`src/rtl/qrs_ref_pkg.sv`:
```
// Shared types and saturating helpers for the multi-lead QRS boundary refiner.
package qrs_ref_pkg;

  typedef enum logic [1:0] {StIdle, StCalc, StDone} state_e;

  localparam int unsigned QOffDef  = 8;
  localparam int unsigned SOffDef  = 15;
  localparam int unsigned ShiftDef = 3;

  // Working width of the helpers; callers keep W+SHIFT+1 within it.
  localparam int unsigned XW = 32;

  function automatic logic [XW-1:0] sat_max(input int unsigned w);
    return (XW'(1) << w) - XW'(1);
  endfunction

  function automatic logic [XW-1:0] sat_sub(input logic [XW-1:0] a, input logic [XW-1:0] b);
    return (a > b) ? a - b : '0;
  endfunction

  function automatic logic [XW-1:0] sat_add(input logic [XW-1:0] a, input logic [XW-1:0] b,
                                            input int unsigned w);
    logic [XW-1:0] sum;
    sum = a + b;
    return (sum > sat_max(w)) ? sat_max(w) : sum;
  endfunction

  function automatic logic [XW-1:0] sat_shl(input logic [XW-1:0] a, input int unsigned sh,
                                            input int unsigned w);
    logic [XW-1:0] x;
    x = a << sh;
    return (x > sat_max(w)) ? sat_max(w) : x;
  endfunction

endpackage

```
`src/rtl/qrs_refinement_mc_if.sv`:
```
// Lead-data bus between the level-3 detectors, the refiner and the beat classifier.
interface qrs_refinement_mc_if #(
  parameter int unsigned NCH = 4,
  parameter int unsigned W   = 16,
  parameter int unsigned C1W = 4,
  parameter int unsigned C2W = 9
);
  logic [C1W-1:0]   count1;
  logic [C2W-1:0]   count2;
  logic [NCH-1:0]   qwindow_full;
  logic [NCH-1:0]   swindow_full;
  logic [NCH-1:0]   q_begin_l3_flag;
  logic [NCH-1:0]   s_end_l3_flag;
  logic [NCH*W-1:0] q_begin_l3;
  logic [NCH*W-1:0] s_end_l3;
  logic [NCH*W-1:0] q_begin_l3_temp;
  logic [NCH*W-1:0] s_end_l3_temp;
  logic [NCH*W-1:0] q_begin_ref;
  logic [NCH*W-1:0] s_end_ref;
  logic [NCH*W-1:0] qrs_width;
  logic [NCH-1:0]   ref_err;
  logic             ref_valid;
  logic             busy;
  logic             trig_miss;

  modport master (
    output count1, count2, qwindow_full, swindow_full, q_begin_l3_flag, s_end_l3_flag,
           q_begin_l3, s_end_l3,
    input  q_begin_l3_temp, s_end_l3_temp, q_begin_ref, s_end_ref, qrs_width, ref_err,
           ref_valid, busy, trig_miss
  );

  modport slave (
    input  count1, count2, qwindow_full, swindow_full, q_begin_l3_flag, s_end_l3_flag,
           q_begin_l3, s_end_l3,
    output q_begin_l3_temp, s_end_l3_temp, q_begin_ref, s_end_ref, qrs_width, ref_err,
           ref_valid, busy, trig_miss
  );
endinterface

```
`src/rtl/qrs_ref_chan_alu.sv`:
```
// Shared per-lead arithmetic: offset correction, rescale, width and causality check.
module qrs_ref_chan_alu
  import qrs_ref_pkg::*;
#(
  parameter int unsigned W      = 16,
  parameter int unsigned SHIFT  = ShiftDef,
  parameter int unsigned QSUB   = QOffDef,
  parameter int unsigned SADD   = SOffDef,
  parameter bit          LEGACY = 1'b0
) (
  input  logic [W-1:0] q_in_i,
  input  logic [W-1:0] s_in_i,
  input  logic         q_upd_i,
  input  logic         s_upd_i,
  input  logic [W-1:0] q_temp_i,
  input  logic [W-1:0] s_temp_i,
  output logic [W-1:0] q_temp_o,
  output logic [W-1:0] s_temp_o,
  output logic [W-1:0] q_ref_o,
  output logic [W-1:0] s_ref_o,
  output logic [W-1:0] width_o,
  output logic         err_o,
  output logic         q_we_o,
  output logic         s_we_o,
  output logic         ref_we_o
);

  logic [W-1:0] q_dec, s_inc, q_src, s_src;

  always_comb begin
    q_we_o   = q_upd_i;
    s_we_o   = s_upd_i;
    q_dec    = W'(sat_sub(XW'(q_in_i), XW'(QSUB)));
    s_inc    = W'(sat_add(XW'(s_in_i), XW'(SADD), W));
    q_temp_o = q_upd_i ? q_dec : q_temp_i;
    s_temp_o = s_upd_i ? s_inc : s_temp_i;
    // Legacy mode rescales the pre-update temp, giving a one-frame lag.
    q_src    = LEGACY ? q_temp_i : q_temp_o;
    s_src    = LEGACY ? s_temp_i : s_temp_o;
    q_ref_o  = W'(sat_shl(XW'(q_src), SHIFT, W));
    s_ref_o  = W'(sat_shl(XW'(s_src), SHIFT, W));
    ref_we_o = s_ref_o > q_ref_o;
    err_o    = !ref_we_o;
    width_o  = s_ref_o - q_ref_o;
  end

endmodule

```
`src/rtl/qrs_refinement_mc.sv`:
```
// Multi-lead QRS boundary refiner: snapshots all leads on the frame strobe, then
// refines one lead per cycle through a single shared ALU.
module qrs_refinement_mc
  import qrs_ref_pkg::*;
#(
  parameter int unsigned NCH    = 4,
  parameter int unsigned W      = 16,
  parameter int unsigned C1W    = 4,
  parameter int unsigned C2W    = 9,
  parameter int unsigned TRIG1  = 2,
  parameter int unsigned TRIG2  = 1,
  parameter int unsigned RAT    = 1,
  parameter int unsigned Q_OFF  = QOffDef,
  parameter int unsigned S_OFF  = SOffDef,
  parameter int unsigned SHIFT  = ShiftDef,
  parameter bit          LEGACY = 1'b0
) (
  input logic                clk,
  input logic                reset,
  qrs_refinement_mc_if.slave bus
);

  localparam int unsigned     IdxW    = (NCH > 1) ? $clog2(NCH) : 1;
  localparam logic [IdxW-1:0] LastIdx = IdxW'(NCH - 1);

  state_e          state_q, state_d;
  logic [IdxW-1:0] idx_q, idx_d;
  logic            snap_en, strobe;

  logic [W-1:0]   q_snap_q [NCH];
  logic [W-1:0]   s_snap_q [NCH];
  logic [NCH-1:0] q_upd_q, s_upd_q;
  logic [W-1:0]   q_temp_q [NCH];
  logic [W-1:0]   s_temp_q [NCH];
  logic [W-1:0]   q_ref_q  [NCH];
  logic [W-1:0]   s_ref_q  [NCH];
  logic [W-1:0]   width_q  [NCH];
  logic [NCH-1:0] err_q;
  logic           trig_miss_q;

  logic [W-1:0] alu_q_temp, alu_s_temp, alu_q_ref, alu_s_ref, alu_width;
  logic         alu_err, alu_q_we, alu_s_we, alu_ref_we;

  assign strobe = (bus.count1 == C1W'(TRIG1)) && (bus.count2 == C2W'(TRIG2));

  always_comb begin
    state_d = state_q;
    idx_d   = idx_q;
    snap_en = 1'b0;
    unique case (state_q)
      StIdle: begin
        if (strobe) begin
          state_d = StCalc;
          idx_d   = '0;
          snap_en = 1'b1;
        end
      end
      StCalc: begin
        idx_d = idx_q + IdxW'(1);
        if (idx_q == LastIdx) state_d = StDone;
      end
      StDone:  state_d = StIdle;
      default: state_d = StIdle;
    endcase
  end

  qrs_ref_chan_alu #(
    .W      (W),
    .SHIFT  (SHIFT),
    .QSUB   (Q_OFF * RAT),
    .SADD   (S_OFF * RAT),
    .LEGACY (LEGACY)
  ) u_alu (
    .q_in_i   (q_snap_q[idx_q]),
    .s_in_i   (s_snap_q[idx_q]),
    .q_upd_i  (q_upd_q[idx_q]),
    .s_upd_i  (s_upd_q[idx_q]),
    .q_temp_i (q_temp_q[idx_q]),
    .s_temp_i (s_temp_q[idx_q]),
    .q_temp_o (alu_q_temp),
    .s_temp_o (alu_s_temp),
    .q_ref_o  (alu_q_ref),
    .s_ref_o  (alu_s_ref),
    .width_o  (alu_width),
    .err_o    (alu_err),
    .q_we_o   (alu_q_we),
    .s_we_o   (alu_s_we),
    .ref_we_o (alu_ref_we)
  );

  always_ff @(posedge clk) begin
    if (reset) begin
      state_q     <= StIdle;
      idx_q       <= '0;
      q_upd_q     <= '0;
      s_upd_q     <= '0;
      err_q       <= '0;
      trig_miss_q <= 1'b0;
      for (int k = 0; k < NCH; k++) begin
        q_snap_q[k] <= '0;
        s_snap_q[k] <= '0;
        q_temp_q[k] <= '0;
        s_temp_q[k] <= '0;
        q_ref_q[k]  <= '0;
        s_ref_q[k]  <= '0;
        width_q[k]  <= '0;
      end
    end else begin
      state_q <= state_d;
      idx_q   <= idx_d;
      if (snap_en) begin
        q_upd_q <= bus.qwindow_full & bus.q_begin_l3_flag;
        s_upd_q <= bus.swindow_full & bus.s_end_l3_flag;
        for (int k = 0; k < NCH; k++) begin
          q_snap_q[k] <= bus.q_begin_l3[k*W +: W];
          s_snap_q[k] <= bus.s_end_l3[k*W +: W];
        end
      end
      if (state_q == StCalc) begin
        if (alu_q_we) q_temp_q[idx_q] <= alu_q_temp;
        if (alu_s_we) s_temp_q[idx_q] <= alu_s_temp;
        // Non-causal results keep the previous boundaries; only the flag moves.
        if (alu_ref_we) begin
          q_ref_q[idx_q] <= alu_q_ref;
          s_ref_q[idx_q] <= alu_s_ref;
          width_q[idx_q] <= alu_width;
        end
        err_q[idx_q] <= alu_err;
      end
      if (strobe && (state_q != StIdle)) trig_miss_q <= 1'b1;
    end
  end

  for (genvar k = 0; k < NCH; k++) begin : g_out
    assign bus.q_begin_l3_temp[k*W +: W] = q_temp_q[k];
    assign bus.s_end_l3_temp[k*W +: W]   = s_temp_q[k];
    assign bus.q_begin_ref[k*W +: W]     = q_ref_q[k];
    assign bus.s_end_ref[k*W +: W]       = s_ref_q[k];
    assign bus.qrs_width[k*W +: W]       = width_q[k];
  end

  assign bus.ref_err   = err_q;
  assign bus.ref_valid = (state_q == StDone);
  assign bus.busy      = (state_q != StIdle);
  assign bus.trig_miss = trig_miss_q;

endmodule

```
`src/flat_wrapper.sv`:
```
// flat-port wrapper written by rule: the top's interface ports become plain ports
module qrs_refinement_mc_flat import qrs_ref_pkg::*;
#(
  parameter int unsigned NCH    = 4,
  parameter int unsigned W      = 16,
  parameter int unsigned C1W    = 4,
  parameter int unsigned C2W    = 9,
  parameter int unsigned TRIG1  = 2,
  parameter int unsigned TRIG2  = 1,
  parameter int unsigned RAT    = 1,
  parameter int unsigned Q_OFF  = QOffDef,
  parameter int unsigned S_OFF  = SOffDef,
  parameter int unsigned SHIFT  = ShiftDef,
  parameter bit          LEGACY = 1'b0
)
  (clk, reset, bus_count1, bus_count2, bus_qwindow_full, bus_swindow_full, bus_q_begin_l3_flag, bus_s_end_l3_flag, bus_q_begin_l3, bus_s_end_l3, bus_q_begin_l3_temp, bus_s_end_l3_temp, bus_q_begin_ref, bus_s_end_ref, bus_qrs_width, bus_ref_err, bus_ref_valid, bus_busy, bus_trig_miss);
  qrs_refinement_mc_if #(.NCH(NCH), .W(W), .C1W(C1W), .C2W(C2W)) bus_i ();
  input logic clk;
  input logic reset;
  input wire logic [$bits(bus_i.count1)-1:0] bus_count1;
  input wire logic [$bits(bus_i.count2)-1:0] bus_count2;
  input wire logic [$bits(bus_i.qwindow_full)-1:0] bus_qwindow_full;
  input wire logic [$bits(bus_i.swindow_full)-1:0] bus_swindow_full;
  input wire logic [$bits(bus_i.q_begin_l3_flag)-1:0] bus_q_begin_l3_flag;
  input wire logic [$bits(bus_i.s_end_l3_flag)-1:0] bus_s_end_l3_flag;
  input wire logic [$bits(bus_i.q_begin_l3)-1:0] bus_q_begin_l3;
  input wire logic [$bits(bus_i.s_end_l3)-1:0] bus_s_end_l3;
  output wire logic [$bits(bus_i.q_begin_l3_temp)-1:0] bus_q_begin_l3_temp;
  output wire logic [$bits(bus_i.s_end_l3_temp)-1:0] bus_s_end_l3_temp;
  output wire logic [$bits(bus_i.q_begin_ref)-1:0] bus_q_begin_ref;
  output wire logic [$bits(bus_i.s_end_ref)-1:0] bus_s_end_ref;
  output wire logic [$bits(bus_i.qrs_width)-1:0] bus_qrs_width;
  output wire logic [$bits(bus_i.ref_err)-1:0] bus_ref_err;
  output wire logic [$bits(bus_i.ref_valid)-1:0] bus_ref_valid;
  output wire logic [$bits(bus_i.busy)-1:0] bus_busy;
  output wire logic [$bits(bus_i.trig_miss)-1:0] bus_trig_miss;
  assign bus_i.count1 = bus_count1;
  assign bus_i.count2 = bus_count2;
  assign bus_i.qwindow_full = bus_qwindow_full;
  assign bus_i.swindow_full = bus_swindow_full;
  assign bus_i.q_begin_l3_flag = bus_q_begin_l3_flag;
  assign bus_i.s_end_l3_flag = bus_s_end_l3_flag;
  assign bus_i.q_begin_l3 = bus_q_begin_l3;
  assign bus_i.s_end_l3 = bus_s_end_l3;
  assign bus_q_begin_l3_temp = bus_i.q_begin_l3_temp;
  assign bus_s_end_l3_temp = bus_i.s_end_l3_temp;
  assign bus_q_begin_ref = bus_i.q_begin_ref;
  assign bus_s_end_ref = bus_i.s_end_ref;
  assign bus_qrs_width = bus_i.qrs_width;
  assign bus_ref_err = bus_i.ref_err;
  assign bus_ref_valid = bus_i.ref_valid;
  assign bus_busy = bus_i.busy;
  assign bus_trig_miss = bus_i.trig_miss;
  qrs_refinement_mc #(.NCH(NCH), .W(W), .C1W(C1W), .C2W(C2W), .TRIG1(TRIG1), .TRIG2(TRIG2), .RAT(RAT), .Q_OFF(Q_OFF), .S_OFF(S_OFF), .SHIFT(SHIFT), .LEGACY(LEGACY)) u_core (.clk(clk), .reset(reset), .bus(bus_i));
endmodule
```
`config.mk`:
```
export PLATFORM = sky130hd
export DESIGN_NAME = qrs_refinement_mc_flat
export DESIGN_NICKNAME = d
export VERILOG_FILES = /design/src/rtl/qrs_ref_pkg.sv /design/src/rtl/qrs_refinement_mc_if.sv /design/src/rtl/qrs_ref_chan_alu.sv /design/src/rtl/qrs_refinement_mc.sv /design/src/flat_wrapper.sv
export SDC_FILE = /design/constraint.sdc
export NUM_CORES = 1
export LEC_CHECK = 0
export BUFFER_PORTS_ARGS = -buffer_cell sky130_fd_sc_hd__clkbuf_2
export CORE_MARGIN = 2
export CORE_UTILIZATION = 55
export DETAILED_ROUTE_END_ITERATION = 10
export PLACE_DENSITY = 0.82
export SLEW_MARGIN = 10
export SYNTH_ARGS = -nofsm -noshare
export SYNTH_HDL_FRONTEND = slang
export SYNTH_SLANG_ARGS = --single-unit
```
`constraint.sdc`:
```
create_clock -name clk -period 10.6 [get_ports clk]
set_input_delay 2.65 -clock clk [delete_from_list [all_inputs] [get_ports clk]]
set_output_delay 2.65 -clock clk [all_outputs]
set_load 0.02 [all_outputs]
```
==> flow_summary.json <==
{
  "final_setup_viols": 0,
  "finalCritPeriodShare_pct": 78.5,
  "worstPathArrival_ns": 8.52,
  "ys_warn_count": 0,
  "io-pin-count": 486,
  "mapped_nets": 1640,
  "detailroute.via_count": 14000,
  "synth.cell_area_mm2": 0.0202,
  "critical_path.reg2reg.endpoint": "u_core.q_ref_q[2][12]$_SDFFCE_PN0P_",
  "floorplan.die.width_um": 196,
  "reg2reg_slack_ns": 2.27,
  "final_report_hold_violation_count": 0,
  "drt_drc_violations_left": 0,
  "grt_antenna_before_repair": 0,
  "share_of_flip_flops_with_an_asynchronous_set_or_reset_pct": 0,
  "leading_area_contributor_after_synthesis": "edfxtp_1",
  "dominantRegCellSynth": "edfxtp_1",
  "worstSetupEndpoint": "u_core.q_ref_q[2][12]$_SDFFCE_PN0P_",
  "netlist_top_cells_area": "edfxtp_1 (64%), nor2_1 (6.0%), mux4_2 (5.9%), and2_1 (4.6%), dfxtp_1 (1.9%)",
  "numCtsBuffers": 43,
  "placement_rows": 70,
  "worst-setup-path-type": "reg2reg",
  "grt_pass1_wl_mm": 85.3,
  "design.core.area_mm2": 0.0364,
  "filler_cell_count": 2634,
  "grt_pass1_vias": 13700,
  "grt.total_usage_pct": 30.3,
  "multiInputGateArea_mm2": 0.00624,
  "r2r_depth": 22,
  "p_leak_nw": 9.88,
  "final_nets": 2078,
  "timing_max_transition_violations_final": 0,
  "route.final.wire_length_mm": 57.9,
  "timing.max_slew.rel_slack_pct": 19.4,
  "number_of_enable_type_register_cells_in_the_synthesized_netlist": 428,
  "cts_root_buffer": "clkbuf_16",
  "synth.yosys.seq_area_share_pct": 65.5,
  "finalClockSkew_ns": 0.0183,
  "initial_utilization_pct": 55.5,
  "fin_setup_tns_ns": 0,
  "seq_area_mm2": 0.0132,
  "ant_nets": 0,
  "grt_max_degree": 129,
  "yosys-top-cells-count": "edfxtp_1 (428), nor2_1 (323), and2_1 (150)",
  "cell_with_the_most_instances_after_synthesis": "edfxtp_1",
  "clock-sinks": 447,
  "area_delta_synth_final_pct": 18.9,
  "vias_per_cell": 5.85,
  "num_antenna_cells": 0,
  "grt_setup_unrepaired": "no",
  "worst-path-max-fanout": 44,
  "number_of_post_cts_setup_repair_buffers": 0,
  "drtPass1Iterations": 6,
  "holdCritPathClass": "reg2reg",
  "first_iter_violations": 1302,
  "dp.final_hpwl_mm": 41.9,
  "die_height_um": 196,
  "run_status": "complete, no violations",
  "htree_num_levels": 2,
  "worst-endpoint-required_ns": 10.80,
  "avgRoutedWirePerCell_um": 24.1,
  "postSynthRegisterBits": 447,
  "globalplace.congestion": 0.924,
  "critPathCaptureType": "flip-flop",
  "post_cts_resize_count": 0,
  "clk_latency_ns": 0.59,
  "startpoint_type": "flip-flop",
  "tritoncts": "yes",
  "cts_hold_buffers_added": 0,
  "synth_area_per_cell_um2": 13.8,
  "post_route_cells_drive_above_1_share_pct": 34.2,
  "worst_pin_slew_ns": 1.21,
  "clock_path_buffers": 3,
  "timing.fmax_mhz": 120,
  "fp.dieArea_mm2": 0.0383,
  "fin_util_pct": 65.9,
  "grt_overflow_total": 0,
  "clk_transition_reported_paths_ns": 0.06,
  "postSynthCellCount": 1460,
  "drv_cap": 0,
  "yosys.area.top_type_share_pct": 63.6,
  "port-buffer-count": 485,
  "ir_worst_vdd_uv": 134,
  "post-route-min-period_ns": 8.33,
  "power.density_mw_per_mm2": 159,
  "synth_unique_cells": 83
}
how the worst min path moves through the flow:
stage / startpoint / end / slack (ns) / cells after the start
2_1_floorplan: u_core.s_upd_q[1]$_SDFFE_PP0P_ / u_core.s_upd_q[1]$_SDFFE_PP0P_ / 0.43 / 2
3_3_place_gp: u_core.q_upd_q[2]$_SDFFE_PP0P_ / u_core.q_upd_q[2]$_SDFFE_PP0P_ / 0.44 / 2
3_5_place_dp: u_core.q_upd_q[2]$_SDFFE_PP0P_ / u_core.q_upd_q[2]$_SDFFE_PP0P_ / 0.45 / 2
4_1_cts: u_core.q_upd_q[1]$_SDFFE_PP0P_ / u_core.q_upd_q[1]$_SDFFE_PP0P_ / 0.46 / 2
5_1_grt: u_core.q_upd_q[1]$_SDFFE_PP0P_ / u_core.q_upd_q[1]$_SDFFE_PP0P_ / 0.47 / 2
6_report: u_core.q_upd_q[1]$_SDFFE_PP0P_ / u_core.q_upd_q[1]$_SDFFE_PP0P_ / 0.46 / 2
through the flow:
stage	worst slack, ns	cell area (µm²)	hold slack, ns	instances	power, W
6_report	2.27	24000	0.457	2397	0.00382
5_1_grt	1.59	24000	0.473	2397	0.00392
4_1_cts	2.31	24000	0.458	2397	0.00383
3_5_place_dp	2.30	22700	0.451	2321	0.00236
3_3_place_gp	2.63	22700	0.443	2321	0.00235
2_1_floorplan	3.42	20200	0.429	1460	0.00223
per-layer routing:
metal | vias to the layer above | track usage (%) | wire length [µm]
met1 | 6830 | 39.2 | 21300
met5 | - | 0 | 0
met2 | 925 | 51.4 | 29100
met4 | 0 | 11.6 | 2230
li1 | 6145 | - | -
met3 | 126 | 5.71 | 5260
report_power, final:
part,switching (W),total [W],internal (W)
Combinational,0.000207,0.000305,0.0000972
Sequential,0.0000307,0.00202,0.00199
Clock,0.000652,0.00149,0.000843
worst max-delay path, stage by stage, from the launching register on:
cell	delay (ns)
dfxtp_2	0.99
mux4_2	0.48
inv_1	0.15
ha_1	0.25
and2_1	0.43
nor2_1	0.10
xnor2_1	0.15
or4_1	0.50
nor4_1	0.20
nor2_1	0.17
nand3b_1	0.15
o21ai_0	0.21
and2_1	0.31
inv_1	0.08
ha_1	0.21
and3_1	0.20
or4b_1	0.44
mux2i_1	0.20
nor2_1	0.10
o21ai_1	0.12
o31a_1	0.54
nand4_4	0.69
nand2b_2	1.17
area by class of cell:
cell class / instances / share of cell area, %
clock buffers: 53 / 4.64
flip-flops and latches: 447 / 55.1
inverters: 30 / 0.469
clock inverters: 23 / 0.896
well taps: 468 / 2.44
repair buffers: 496 / 10.5
multi-input cells: 880 / 26.0
cells by family after synthesis:
family | after synthesis | synth area share, %
AO/OA/AOI/OAI | 115 | 4.32
buffers and inverters | 133 | 3.74
XOR/XNOR | 37 | 1.64
multiplexers | 70 | 7.80
adder cells (fa/ha/maj) | 25 | 1.50
flip-flops | 447 | 65.5
AND/OR/NAND/NOR | 633 | 15.5
sequential cells by signal (all words and copies together) (netlist names), named ones only:
register	cells
u_core.bus.ref_err	4
u_core.bus.trig_miss	1
u_core.width_q	60
u_core.idx_q	2
u_core.s_temp_q	64
u_core.state_q	2
u_core.q_ref_q	56
u_core.s_snap_q	64
u_core.s_ref_q	56
u_core.q_snap_q	64
u_core.s_upd_q	4
u_core.q_upd_q	4
u_core.q_temp_q	64
placed cells by master, fill, tap and decap left out, drive strengths merged, types with 3 or more instances in the layout:
cell / instances
nand2: 41
and3: 4
clkinv: 16
o21a: 5
xnor2: 22
a22oi: 11
nor2: 339
clkbuf: 538
mux2i: 4
nand2b: 17
maj3: 4
a41o: 4
inv: 32
or2: 6
xor2: 15
o21ai: 18
ha: 21
or3: 5
nand4: 11
a31oi: 3
a21o: 9
buf: 11
nand3: 18
a31o: 3
edfxtp: 428
a311oi: 7
nor2b: 7
bufinv: 4
o31ai: 4
a21oi: 30
nor4: 8
mux4: 66
dfxtp: 19
nor3: 14
and2: 151
(Power assumes the default switching activity.)
